$ cat src/rtl/wb_single_master_pkg.sv
// wb_single_master_pkg
// Shared definitions for the single-access Wishbone classic initiator:
//   - state_e      : FSM state encoding (IDLE=0, BUS=1, RESP=2)
//   - ADR_*        : base addresses of the harness responder's address map
//   - illegal_cmd  : a write with no byte lanes enabled is rejected
//                    without ever starting a bus cycle
package wb_single_master_pkg;

    typedef enum logic [1:0] {
        ST_IDLE = 2'd0,
        ST_BUS  = 2'd1,
        ST_RESP = 2'd2
    } state_e;

    // Harness responder address map
    localparam logic [31:0] ADR_SELECT = 32'h3000_0000;
    localparam logic [31:0] ADR_WS2812 = 32'h3000_0100;
    localparam logic [31:0] ADR_7SEG   = 32'h3000_0200;
    localparam logic [31:0] ADR_FREQ   = 32'h3000_0400;

    function automatic logic illegal_cmd(input logic we, input logic [3:0] sel);
        return we && (sel == 4'b0000);
    endfunction

endpackage

$ cat src/rtl/wb_single_master.sv
// wb_single_master
// Single-access Wishbone classic initiator. Accepts one command at a time on
// a valid/ready command port, runs exactly one classic cycle (cyc/stb held
// until ack or timeout) and returns the result on a valid/ready response port.
//
// Ports:
//   clk, reset            clock, synchronous active-high reset
//   cmd_valid/cmd_ready   command handshake; cmd_we/sel/adr/dat command fields
//   rsp_valid/rsp_ready   response handshake; rsp_dat (read data, 0 for
//                         writes/errors), rsp_err (timeout or illegal command)
//   wbm_*                 Wishbone classic master signals
//   busy                  high whenever the FSM is not in IDLE
//
// Every output is a flop; cmd_ready and rsp_valid are decoded from the next
// state so neither ever depends combinationally on the other side's inputs.
module wb_single_master
    import wb_single_master_pkg::*;
#(
    parameter int unsigned TIMEOUT = 255,
    parameter int unsigned TW      = 16
) (
    input  logic        clk,
    input  logic        reset,
    input  logic        cmd_valid,
    output logic        cmd_ready,
    input  logic        cmd_we,
    input  logic [3:0]  cmd_sel,
    input  logic [31:0] cmd_adr,
    input  logic [31:0] cmd_dat,
    output logic        rsp_valid,
    input  logic        rsp_ready,
    output logic [31:0] rsp_dat,
    output logic        rsp_err,
    output logic        wbm_cyc_o,
    output logic        wbm_stb_o,
    output logic        wbm_we_o,
    output logic [3:0]  wbm_sel_o,
    output logic [31:0] wbm_adr_o,
    output logic [31:0] wbm_dat_o,
    input  logic [31:0] wbm_dat_i,
    input  logic        wbm_ack_i,
    output logic        busy
);

    // Abort happens on the edge that ends the TIMEOUT-th BUS cycle, i.e.
    // when the counter (cleared on entry) already holds TIMEOUT-1.
    localparam logic [TW-1:0] TIMEOUT_LAST = TW'(TIMEOUT - 1);

    state_e        state_q, state_d;
    logic [TW-1:0] cnt_q, cnt_d;
    logic          cyc_q, cyc_d;
    logic          we_q, we_d;
    logic [3:0]    sel_q, sel_d;
    logic [31:0]   adr_q, adr_d;
    logic [31:0]   dat_q, dat_d;
    logic [31:0]   rsp_dat_q, rsp_dat_d;
    logic          rsp_err_q, rsp_err_d;
    logic          cmd_ready_q, cmd_ready_d;
    logic          rsp_valid_q, rsp_valid_d;
    logic          busy_q, busy_d;

    always_comb begin
        state_d   = state_q;
        cnt_d     = cnt_q;
        cyc_d     = cyc_q;
        we_d      = we_q;
        sel_d     = sel_q;
        adr_d     = adr_q;
        dat_d     = dat_q;
        rsp_dat_d = rsp_dat_q;
        rsp_err_d = rsp_err_q;

        case (state_q)
            ST_IDLE: begin
                if (cmd_valid) begin
                    if (illegal_cmd(cmd_we, cmd_sel)) begin
                        // Rejected without touching the bus
                        state_d   = ST_RESP;
                        rsp_err_d = 1'b1;
                        rsp_dat_d = '0;
                    end else begin
                        state_d = ST_BUS;
                        cnt_d   = '0;
                        cyc_d   = 1'b1;
                        we_d    = cmd_we;
                        sel_d   = cmd_sel;
                        adr_d   = cmd_adr;
                        dat_d   = cmd_dat;
                    end
                end
            end

            ST_BUS: begin
                // Ack is tested first so it wins over a simultaneous timeout
                if (wbm_ack_i || (cnt_q == TIMEOUT_LAST)) begin
                    state_d   = ST_RESP;
                    rsp_err_d = !wbm_ack_i;
                    rsp_dat_d = (wbm_ack_i && !we_q) ? wbm_dat_i : '0;
                    cnt_d     = '0;
                    cyc_d     = 1'b0;
                    we_d      = 1'b0;
                    sel_d     = '0;
                    adr_d     = '0;
                    dat_d     = '0;
                end else begin
                    cnt_d = cnt_q + 1'b1;
                end
            end

            ST_RESP: begin
                if (rsp_ready) begin
                    state_d   = ST_IDLE;
                    rsp_dat_d = '0;
                    rsp_err_d = 1'b0;
                end
            end

            default: state_d = ST_IDLE;
        endcase

        cmd_ready_d = (state_d == ST_IDLE);
        rsp_valid_d = (state_d == ST_RESP);
        busy_d      = (state_d != ST_IDLE);
    end

    always_ff @(posedge clk) begin
        if (reset) begin
            state_q     <= ST_IDLE;
            cnt_q       <= '0;
            cyc_q       <= 1'b0;
            we_q        <= 1'b0;
            sel_q       <= '0;
            adr_q       <= '0;
            dat_q       <= '0;
            rsp_dat_q   <= '0;
            rsp_err_q   <= 1'b0;
            cmd_ready_q <= 1'b1;
            rsp_valid_q <= 1'b0;
            busy_q      <= 1'b0;
        end else begin
            state_q     <= state_d;
            cnt_q       <= cnt_d;
            cyc_q       <= cyc_d;
            we_q        <= we_d;
            sel_q       <= sel_d;
            adr_q       <= adr_d;
            dat_q       <= dat_d;
            rsp_dat_q   <= rsp_dat_d;
            rsp_err_q   <= rsp_err_d;
            cmd_ready_q <= cmd_ready_d;
            rsp_valid_q <= rsp_valid_d;
            busy_q      <= busy_d;
        end
    end

    assign cmd_ready = cmd_ready_q;
    assign rsp_valid = rsp_valid_q;
    assign rsp_dat   = rsp_dat_q;
    assign rsp_err   = rsp_err_q;
    assign wbm_cyc_o = cyc_q;
    assign wbm_stb_o = cyc_q;
    assign wbm_we_o  = we_q;
    assign wbm_sel_o = sel_q;
    assign wbm_adr_o = adr_q;
    assign wbm_dat_o = dat_q;
    assign busy      = busy_q;

endmodule

$ cat config.mk
export PLATFORM = sky130hd
export DESIGN_NAME = wb_single_master
export DESIGN_NICKNAME = d
export VERILOG_FILES = /design/src/rtl/wb_single_master_pkg.sv /design/src/rtl/wb_single_master.sv
export SDC_FILE = /design/constraint.sdc
export NUM_CORES = 1
export LEC_CHECK = 0
export BUFFER_PORTS_ARGS = -buffer_cell sky130_fd_sc_hd__buf_2
export CORE_UTILIZATION = 47
export DETAILED_ROUTE_END_ITERATION = 8
export GPL_TIMING_DRIVEN = 0
export PLACE_DENSITY = 0.82
export SKIP_CTS_REPAIR_TIMING = 1
export SLEW_MARGIN = 0
export SYNTH_ARGS = -nofsm -noshare
export SYNTH_HDL_FRONTEND = slang
export SYNTH_SLANG_ARGS = --single-unit
$ cat constraint.sdc
create_clock -name clk -period 5.5 [get_ports clk]
set_clock_uncertainty 0.1 [all_clocks]
set_input_delay 0.55 -clock clk [delete_from_list [all_inputs] [get_ports clk]]
set_output_delay 0.55 -clock clk [all_outputs]
set_load 0.1 [all_outputs]
==> out/metrics.yaml, run 1 <==
finish:
  design_area_sq_mm: 0.00611
  final_nets: 718
  diodes: 0
  drive_gt1_share_pct: 43.2
  seq_area_sq_mm: 0.00248
  finish.utilization_pct: 69.7
  fillers: 669
  multiInputGateArea_sq_mm: 0.00164
  syn2layout_area_growth_pct: 42.3
synth:
  synth-edff-count: 0
  yosys_warnings: 0
  synthTopCellsByArea: "dfxtp_1 58%, a22o_1 21%, buf_2 1.9%"
  ys.flop_type: "dfxtp_1"
  synth_common_cells: "124 x dfxtp_1, 101 x a22o_1, 16 x buf_2, 16 x o21ai_0, 14 x nor2_1"
  synth_top_area_share_pct: 57.8
  netlist_area_sq_mm: 0.00429
  ys_ff_latch: 124
  syn_inst: 380
  synth_top_area_cell: "dfxtp_1"
  yosysSeqAreaShare_pct: 57.8
  synth_most_common_cell: "dfxtp_1"
  async_flop_share_pct: 0
  syn_nets: 488
  yosysUniqueCellTypes: 42
  avgSynthCellArea_sq_um: 11.3
clocking:
  cts-root-buf: "clkbuf_8"
  cts.path.max_buffers: 2
  cts_tree: "done"
  cts_sinks: 124
  clk_pin_slew_ns: 0.07
  cts_buffers: 17
  insertion_delay_ns: 0.51
  h-tree-depth: 4
power:
  cellPowerDensity_mw_per_mm2: 451
  leakagePower_nw: 2.96
  ir_worst_vdd_v: 0.000277
floorplanning:
  core_sq_mm: 0.00876
  dieWidth_microns: 97.6
  row_count: 34
  dieArea_sq_mm: 0.00952
  initial_core_util_pct: 49.0
  pin_count: 213
  die_y_microns: 97.6
sta:
  min_period_ns: 2.29
  rsz0062_at_grt: "false"
  fin_crit_sh_pct: 41.7
  tns_ns: 0
  slew_headroom_pct: 31.4
  finalHoldViolations: 0
  tightest_slew_ns: 1.02
  finalSetupViolCount: 0
  slew_violations: 0
  fin_ws_ns: 3.21
  clock.fmax_ghz: 0.436
min_path:
  hold_class: "in2reg"
  hold_start: "cmd_dat[14]"
setup_path:
  cpMostUsedCell: "clkbuf_1"
  crit_chain: "clkbuf_1 -> nor3_1 -> clkbuf_1 -> a22o_1"
  slowest_delay_ns: 0.88
  cp-start-kind: "flip-flop"
  crit_type: "reg2reg"
  slowest_stage: "nor3_1"
  cp-startpoint: "state_q[1]$_SDFF_PP0_"
  required_ns: 5.85
  crit_fanout: 10
  timing.rr.start: "state_q[1]$_SDFF_PP0_"
  endpoint_kind: "flip-flop"
  arrival_ns: 2.64
global_routing:
  overflow: 0
  grt_pass1_vias: 3946
  grt_start_max_net_pins: 17
  grt_pass1_wl_mm: 18.9
  track_usage_pct: 24.8
  antenna_found_initial: 0
placed_design:
  postPlaceCellArea_sq_mm: 0.00548
  detailed_place_hpwl_mm: 8.70
  post-place-ws_ns: 2.94
  gp_congestion: 0.863
  place.port_buffers: 211
drt:
  dr.pass1.iters: 5
  drt_iter0_drc: 208
  drcViolationCount: 0
  ant_nets: 0
  vias_per_cell: 5.48
  wl_mm: 11.9
  avgRoutedWirePerCell_microns: 16.2
  vias: 4007
run:
  drv_cap: 0
outcome:
  status: "finished clean"
[cell usage in the layout, fill, tap and decap left out, types with 2 or more instances in the layout]
master	Yosys	routed
clkbuf_16	0	16
nand2b_1	2	2
bufinv_16	0	4
a31oi_1	2	2
inv_6	0	5
and3_1	3	3
a311oi_1	2	2
buf_4	3	3
a211oi_1	4	4
inv_1	5	5
buf_2	16	227
ha_1	2	2
nand3_1	5	5
o31ai_1	4	4
nor3_2	2	2
o21ai_0	16	16
nand2_1	12	12
clkinv_4	0	2
nor3_1	7	7
nand4_1	3	3
nor4_1	4	4
clkbuf_1	12	13
a22o_1	101	101
nand3b_1	2	2
dfxtp_1	124	124
clkinvlp_4	0	2
nor2_1	14	14
nor2b_1	2	2
and4_1	5	5
a21oi_1	11	11
[layer usage]
metal	up-vias	track usage [%]	share of wire [%]
met4	0	10.5	2.0
met5	-	0	0
met3	23	7.84	9.0
met2	230	42.1	49
met1	1831	28.7	40
li1	1923	-	-
[critical path, delay by kind of cell, from the launching register on]
| family | cells | cell delay [ns] |
|---|---|---|
| AND/OR/NAND/NOR | 1 | 0.88 |
| buffers and inverters | 2 | 0.68 |
| flip-flops | 1 | 0.36 |
| AO/OA/AOI/OAI | 1 | 0.20 |
[final timing paths]
path                                                   end  slack (ns)  cells past startpoint
worst max-delay path            wbm_dat_o[10]$_SDFFE_PP0P_        3.21                      4
worst min-delay path            wbm_dat_o[14]$_SDFFE_PP0P_        0.15                      2
worst max register to register  wbm_dat_o[10]$_SDFFE_PP0P_        3.21                      4
worst min register to register    rsp_dat[10]$_SDFFE_PP0P_        0.37                      1
[per-stage QoR]
step                std cells  hold slack (ns)  total power [mW]
floorplan                 380            0.334              1.48
global placement          699            0.351              1.60
detailed placement        699            0.351              1.60
CTS                       731            0.127              2.78
global route              731            0.134              2.85
finish                    731            0.149              2.76
[cell type report]
cell class	count	share of cell area, %
Sequential cell	124	40.6
Inverter	5	0.307
Clock inverter	14	3.40
Timing Repair Buffer	211	17.3
Multi-Input combinational cell	220	26.9
Buffer	31	2.42
Tap cell	108	2.21
Clock buffer	18	6.84
[registers in the layout, summed over array words and instances, names as in the netlist, 2 cells and up]
signal,count
state_q,2
wbm_dat_o,32
rsp_dat,32
wbm_adr_o,32
cnt_q,16
wbm_sel_o,4
[cells by family (layout without fill, tap and decap cells)]
logic type | after synthesis | after routing | share of synthesized area [%]
adders and majority gates | 2 | 2 | 0.583
DFF | 124 | 124 | 57.8
and+or+nand+nor | 67 | 67 | 9.01
buffers and inverters | 36 | 279 | 3.88
AOI/OAI and AO/OA | 151 | 151 | 28.7
[power by group]
part / switching, mW / internal [mW]
Combinational: 0.491 / 0.115
Sequential: 0.0287 / 0.952
Clock: 0.423 / 0.747
Total: 0.942 / 1.81
Note: power is estimated with default switching activity, not from simulation.
==> run 2, diff against run 1 <==
Settings changed: CORE_UTILIZATION 47 to 41, PLACE_DENSITY 0.82 to 0.76.
Clock period 5.5 ns to 2.1 ns, I/O delays scaled along.
==> run 2 against run 1 <==
Compared with the run above: the run now ends with hold timing left; critical path type unchanged; setup slack worse by 3.2 ns; via count is 16% higher; total power grew to 2.6 times the previous value; critical path depth rose by 3; cell area rose by 17%; sequential power grew to 2.6 times the previous value; highest routed layer unchanged.
==> out/metrics.yaml, run 2 (synthesis gave the netlist of run 1 again) <==
sta:
  slew_headroom_pct: 54.4
  hold-worst-slack_ns: -0.0101
  tns_ns: 0
  fin_crit_sh_pct: 97.8
  slew_violations: 0
  clock.fmax_ghz: 0.487
  tightest_slew_ns: 0.678
  finalHoldViolations: 1
  min_period_ns: 2.05
  fin_ws_ns: 0.0463
  finalSetupViolCount: 0
finish:
  final_common_cell: "buf_2"
  drive_gt1_share_pct: 38.1
  final_nets: 821
  layout_common_cells: "222 x buf_2, 123 x dfxtp_1, 102 x dlygate4sd3_1"
  syn2layout_area_growth_pct: 67.2
  design_area_sq_mm: 0.00718
global_routing:
  overflow: 0
  grt_start_max_net_pins: 17
  track_usage_pct: 22.7
  grt_pass1_vias: 3836
  grt_pass1_wl_mm: 19.4
  antenna_found_initial: 1
drt:
  vias: 4656
  ant_nets: 0
  vias_per_cell: 5.42
  wl_mm: 15.8
  avgRoutedWirePerCell_microns: 18.3
  dr.pass1.iters: 5
  drcViolationCount: 0
  drt_iter0_drc: 413
clocking:
  cts_sinks: 124
  insertion_delay_ns: 0.52
  cts-root-buf: "clkbuf_8"
  cts_tree: "done"
  h-tree-depth: 4
  cts_buffers: 17
  clk_pin_slew_ns: 0.06
  cts.path.max_buffers: 2
run:
  drv_cap: 0
power:
  p_total_mw: 7.18
  clkPwrFrac_pct: 39.1
  ir_worst_vdd_v: 0.000730
  switchingPower_mw: 2.53
  cellPowerDensity_mw_per_mm2: 1000
  combPwrFrac_pct: 24.9
  p_int_mw: 4.65
  leakagePower_nw: 3.40
  switching_share_pct: 35.3
  seqPwrFrac_pct: 36.0
floorplanning:
  die_y_microns: 104
  core_sq_mm: 0.00995
  initial_core_util_pct: 43.1
  pin_count: 213
  dieArea_sq_mm: 0.0109
  dieWidth_microns: 104
  row_count: 36
min_path:
  min_to: "cmd_ready$_SDFF_PP1_"
  hold_start: "rsp_ready"
  min_path_cells: 3
  hold_class: "in2reg"
placed_design:
  post-place-ws_ns: -0.106
  place.port_buffers: 211
  postPlaceCellArea_sq_mm: 0.00552
  detailed_place_hpwl_mm: 8.77
  gp_congestion: 0.847
setup_path:
  r2r_setup_slack_ns: 0.05
  crit_fanout: 10
  required_ns: 2.46
  cp-startpoint: "cnt_q[0]$_SDFFE_PP0P_"
  crit_type: "reg2reg"
  path_delay_family: "compound AO/OA/AOI/OAI gates"
  reg2reg_to: "rsp_dat[21]$_SDFFE_PP0P_"
  slowest_delay_ns: 0.36
  worst-path-buf-inv: 2
  timing.rr.start: "cnt_q[0]$_SDFFE_PP0P_"
  arrival_ns: 2.42
  slowest_stage: "dfxtp_4"
  endpoint_kind: "flip-flop"
  crit_chain: "inv_1 -> ha_1 -> nor4b_4 -> a41o_4 -> a31oi_2 -> buf_2 -> a22o_1"
  rr_worst_depth: 7
  cp-start-kind: "flip-flop"
outcome:
  violations: "hold timing"
  status: "complete, but fails checks"
run 2: area by class of cell:
type | instances | area (sq um)
fill | 626 | 2780
sequential | 124 | 2490
timing repair buffer | 314 | 2080
multi-input combinational | 220 | 1690
clock buffer | 18 | 428
tap | 133 | 166
buffer | 31 | 161
clock inverter | 13 | 140
inverter | 5 | 18.8
antenna | 1 | 2.50
run 2: worst reg2reg max path, cell delays in order (launching register included):
cell	delay, ns
dfxtp_4	0.36
inv_1	0.06
ha_1	0.21
nor4b_4	0.14
a41o_4	0.32
a31oi_2	0.32
buf_2	0.31
a22o_1	0.18
run 2: power by group through the flow:
stage          clock network, mW  registers (mW)  logic (mW)
3_3_place_gp                   0            2.61        1.57
2_1_floorplan                  0            3.58       0.296
5_1_grt                     2.97            2.59        1.84
6_report                    2.81            2.58        1.79
3_5_place_dp                   0            2.62        1.59
4_1_cts                     2.84            2.57        1.59
run 2: stage by stage:
| step | utilization, % | instances |
|---|---|---|
| 2_1_floorplan | - | 380 |
| 3_3_place_gp | 55.4 | 724 |
| 3_5_place_dp | 55.4 | 724 |
| 4_1_cts | 61.1 | 755 |
| 5_1_grt | 72.1 | 859 |
| 6_report | 72.1 | 859 |
run 2: worst max-delay path by stage:
stage,to,depth (start not counted),slack [ns]
after global placement,wbm_dat_o[24]$_SDFFE_PP0P_,4,-0.02
after detailed placement,wbm_adr_o[28]$_SDFFE_PP0P_,4,-0.11
after floorplan,rsp_dat[10]$_SDFFE_PP0P_,3,0.18
after global routing,rsp_dat[21]$_SDFFE_PP0P_,7,-0.07
after CTS,wbm_dat_o[20]$_SDFFE_PP0P_,4,-0.13
final,rsp_dat[21]$_SDFFE_PP0P_,7,0.05
run 2: metal layers:
layer	GRT usage [%]	vias up	wire (microns)	part of all wire (%)
met1	26.7	2214	6060	38
met4	11.2	0	542	3.4
li1	-	2144	-	-
met2	36.9	254	7990	51
met5	0	-	0	0
met3	7.64	44	1150	7.3
==> run 3, diff against run 2 <==
Settings changed: CORE_MARGIN from default to 3.
==> run 3 against run 2 <==
Compared with the run above: the flow now finishes without violations; sequential power about the same; via count fell by 2.0%; final cell count grew 0.35%; count of clock-buffer cells in the layout unchanged; first-iteration DRC count down 12%; cell area rose by 0.56%; largest power group unchanged.
==> out/metrics.yaml, run 3 (synthesis gave the netlist of run 1 again) <==
sta:
  slew_violations: 0
  min_period_ns: 2.06
  clock.fmax_ghz: 0.485
  tightest_slew_ns: 0.606
  fin_crit_sh_pct: 98.2
  finalSetupViolCount: 0
  fin_ws_ns: 0.0388
  slew_headroom_pct: 59.3
  finalHoldViolations: 0
floorplanning:
  dieArea_sq_mm: 0.0117
  row_count: 36
  dieWidth_microns: 108
  die_y_microns: 108
  initial_core_util_pct: 43.1
  pin_count: 213
  core_sq_mm: 0.00995
setup_path:
  crit_type: "reg2reg"
  endpoint_kind: "flip-flop"
  crit_fanout: 10
  arrival_ns: 2.34
  required_ns: 2.38
  cp-start-kind: "flip-flop"
clocking:
  cts_sinks: 124
  insertion_delay_ns: 0.50
  clk_pin_slew_ns: 0.06
  cts.path.max_buffers: 2
  cts_buffers: 17
  h-tree-depth: 4
  cts-root-buf: "clkbuf_8"
  cts_tree: "done"
global_routing:
  track_usage_pct: 20.8
  grt_pass1_wl_mm: 19.0
  overflow: 0
  grt_start_max_net_pins: 17
  antenna_found_initial: 0
  grt_pass1_vias: 3853
drt:
  ant_nets: 0
  wl_mm: 15.5
  drt_iter0_drc: 365
  vias: 4563
  drcViolationCount: 0
  avgRoutedWirePerCell_microns: 18.0
  dr.pass1.iters: 4
  vias_per_cell: 5.29
finish:
  finish.utilization_pct: 72.5
  layout_common_cells: "219 x buf_2, 122 x dfxtp_1, 101 x a22o_1, 101 x dlygate4sd3_1, 16 x clkbuf_16"
  drive_gt1_share_pct: 38.6
  syn2layout_area_growth_pct: 68.1
  final_common_cell: "buf_2"
  final_nets: 823
  fillers: 657
power:
  cellPowerDensity_mw_per_mm2: 999
  ir_worst_vdd_v: 0.000559
  leakagePower_nw: 3.42
run:
  drv_cap: 0
min_path:
  hold_class: "in2reg"
placed_design:
  place.port_buffers: 211
  gp_congestion: 0.875
  detailed_place_hpwl_mm: 9.17
  post-place-ws_ns: -0.174
outcome:
  status: "finished clean"
==> run 3: changes by cell type in the layout (fill, tap and decap cells not counted), sizes merged <==
cell	before	now
dlygate4sd3	102	101
clkbuf	35	37
clkinvlp	1	0
buf	226	227
clkinv	7	5
inv	8	12
==> run 3: path summary, 6_finish.rpt <==
kind | start | to | slack (ns) | cells after the start
min | cmd_valid | cmd_ready$_SDFF_PP1_ | 0.009 | 2
max | state_q[0]$_SDFF_PP0_ | wbm_dat_o[19]$_SDFFE_PP0P_ | 0.04 | 7
max reg2reg | state_q[0]$_SDFF_PP0_ | wbm_dat_o[19]$_SDFFE_PP0P_ | 0.04 | 7
min reg2reg | wbm_dat_o[18]$_SDFFE_PP0P_ | wbm_dat_o[18]$_SDFFE_PP0P_ | 0.38 | 1
==> run 3: through the flow <==
stage | cell area [sq um] | hold WS, ns | total power [mW] | TNS (ns) | std cells
floorplan | 4290 | 0.236 | 3.87 | 0 | 380
detailed placement | 5520 | 0.324 | 4.21 | -5.21 | 724
CTS | 6090 | -0.209 | 7.02 | -6.12 | 756
global route | 7210 | 0.0222 | 7.42 | -0.311 | 861
global placement | 5520 | 0.319 | 4.19 | -3.59 | 724
finish | 7220 | 0.00945 | 7.21 | 0 | 862
==> run 3: cell type report <==
| class | instances | area (sq um) | share of cell area [%] |
|---|---|---|---|
| Buffer | 31 | 169 | 2.34 |
| Sequential cell | 124 | 2480 | 34.4 |
| Antenna cell | 1 | 2.50 | 0.0347 |
| Timing Repair Buffer | 316 | 2100 | 29.1 |
| Inverter | 5 | 18.8 | 0.260 |
| Multi-Input combinational cell | 220 | 1700 | 23.6 |
| Clock buffer | 18 | 418 | 5.79 |
| Tap cell | 133 | 166 | 2.31 |
| Clock inverter | 14 | 156 | 2.17 |
==> run 3: routing by layer <==
metal	track usage [%]	part of all wire [%]	vias up
met1	23.9	40	2147
met2	35.5	49	251
met4	7.21	1.7	0
li1	-	-	2139
met3	7.70	8.8	26
met5	0	0	-
==> run 3: power by group <==
group / total, mW / internal [mW] / leakage (nW) / switching (mW)
clock: 2.83 / 1.72 / 0.287 / 1.11
combinational: 1.80 / 0.446 / 2.12 / 1.36
sequential: 2.58 / 2.49 / 1.01 / 0.0851
total: 7.21 / 4.66 / 3.42 / 2.55
==> run 3: worst max-delay path, cell delays in order (launching register included) <==
cell and delay [ns]:
dfxtp_1 0.30, buf_4 0.15, nor2_1 0.09, a311oi_4 0.54, a21oi_4 0.12, buf_4 0.18, clkbuf_4 0.19, a22o_1 0.27
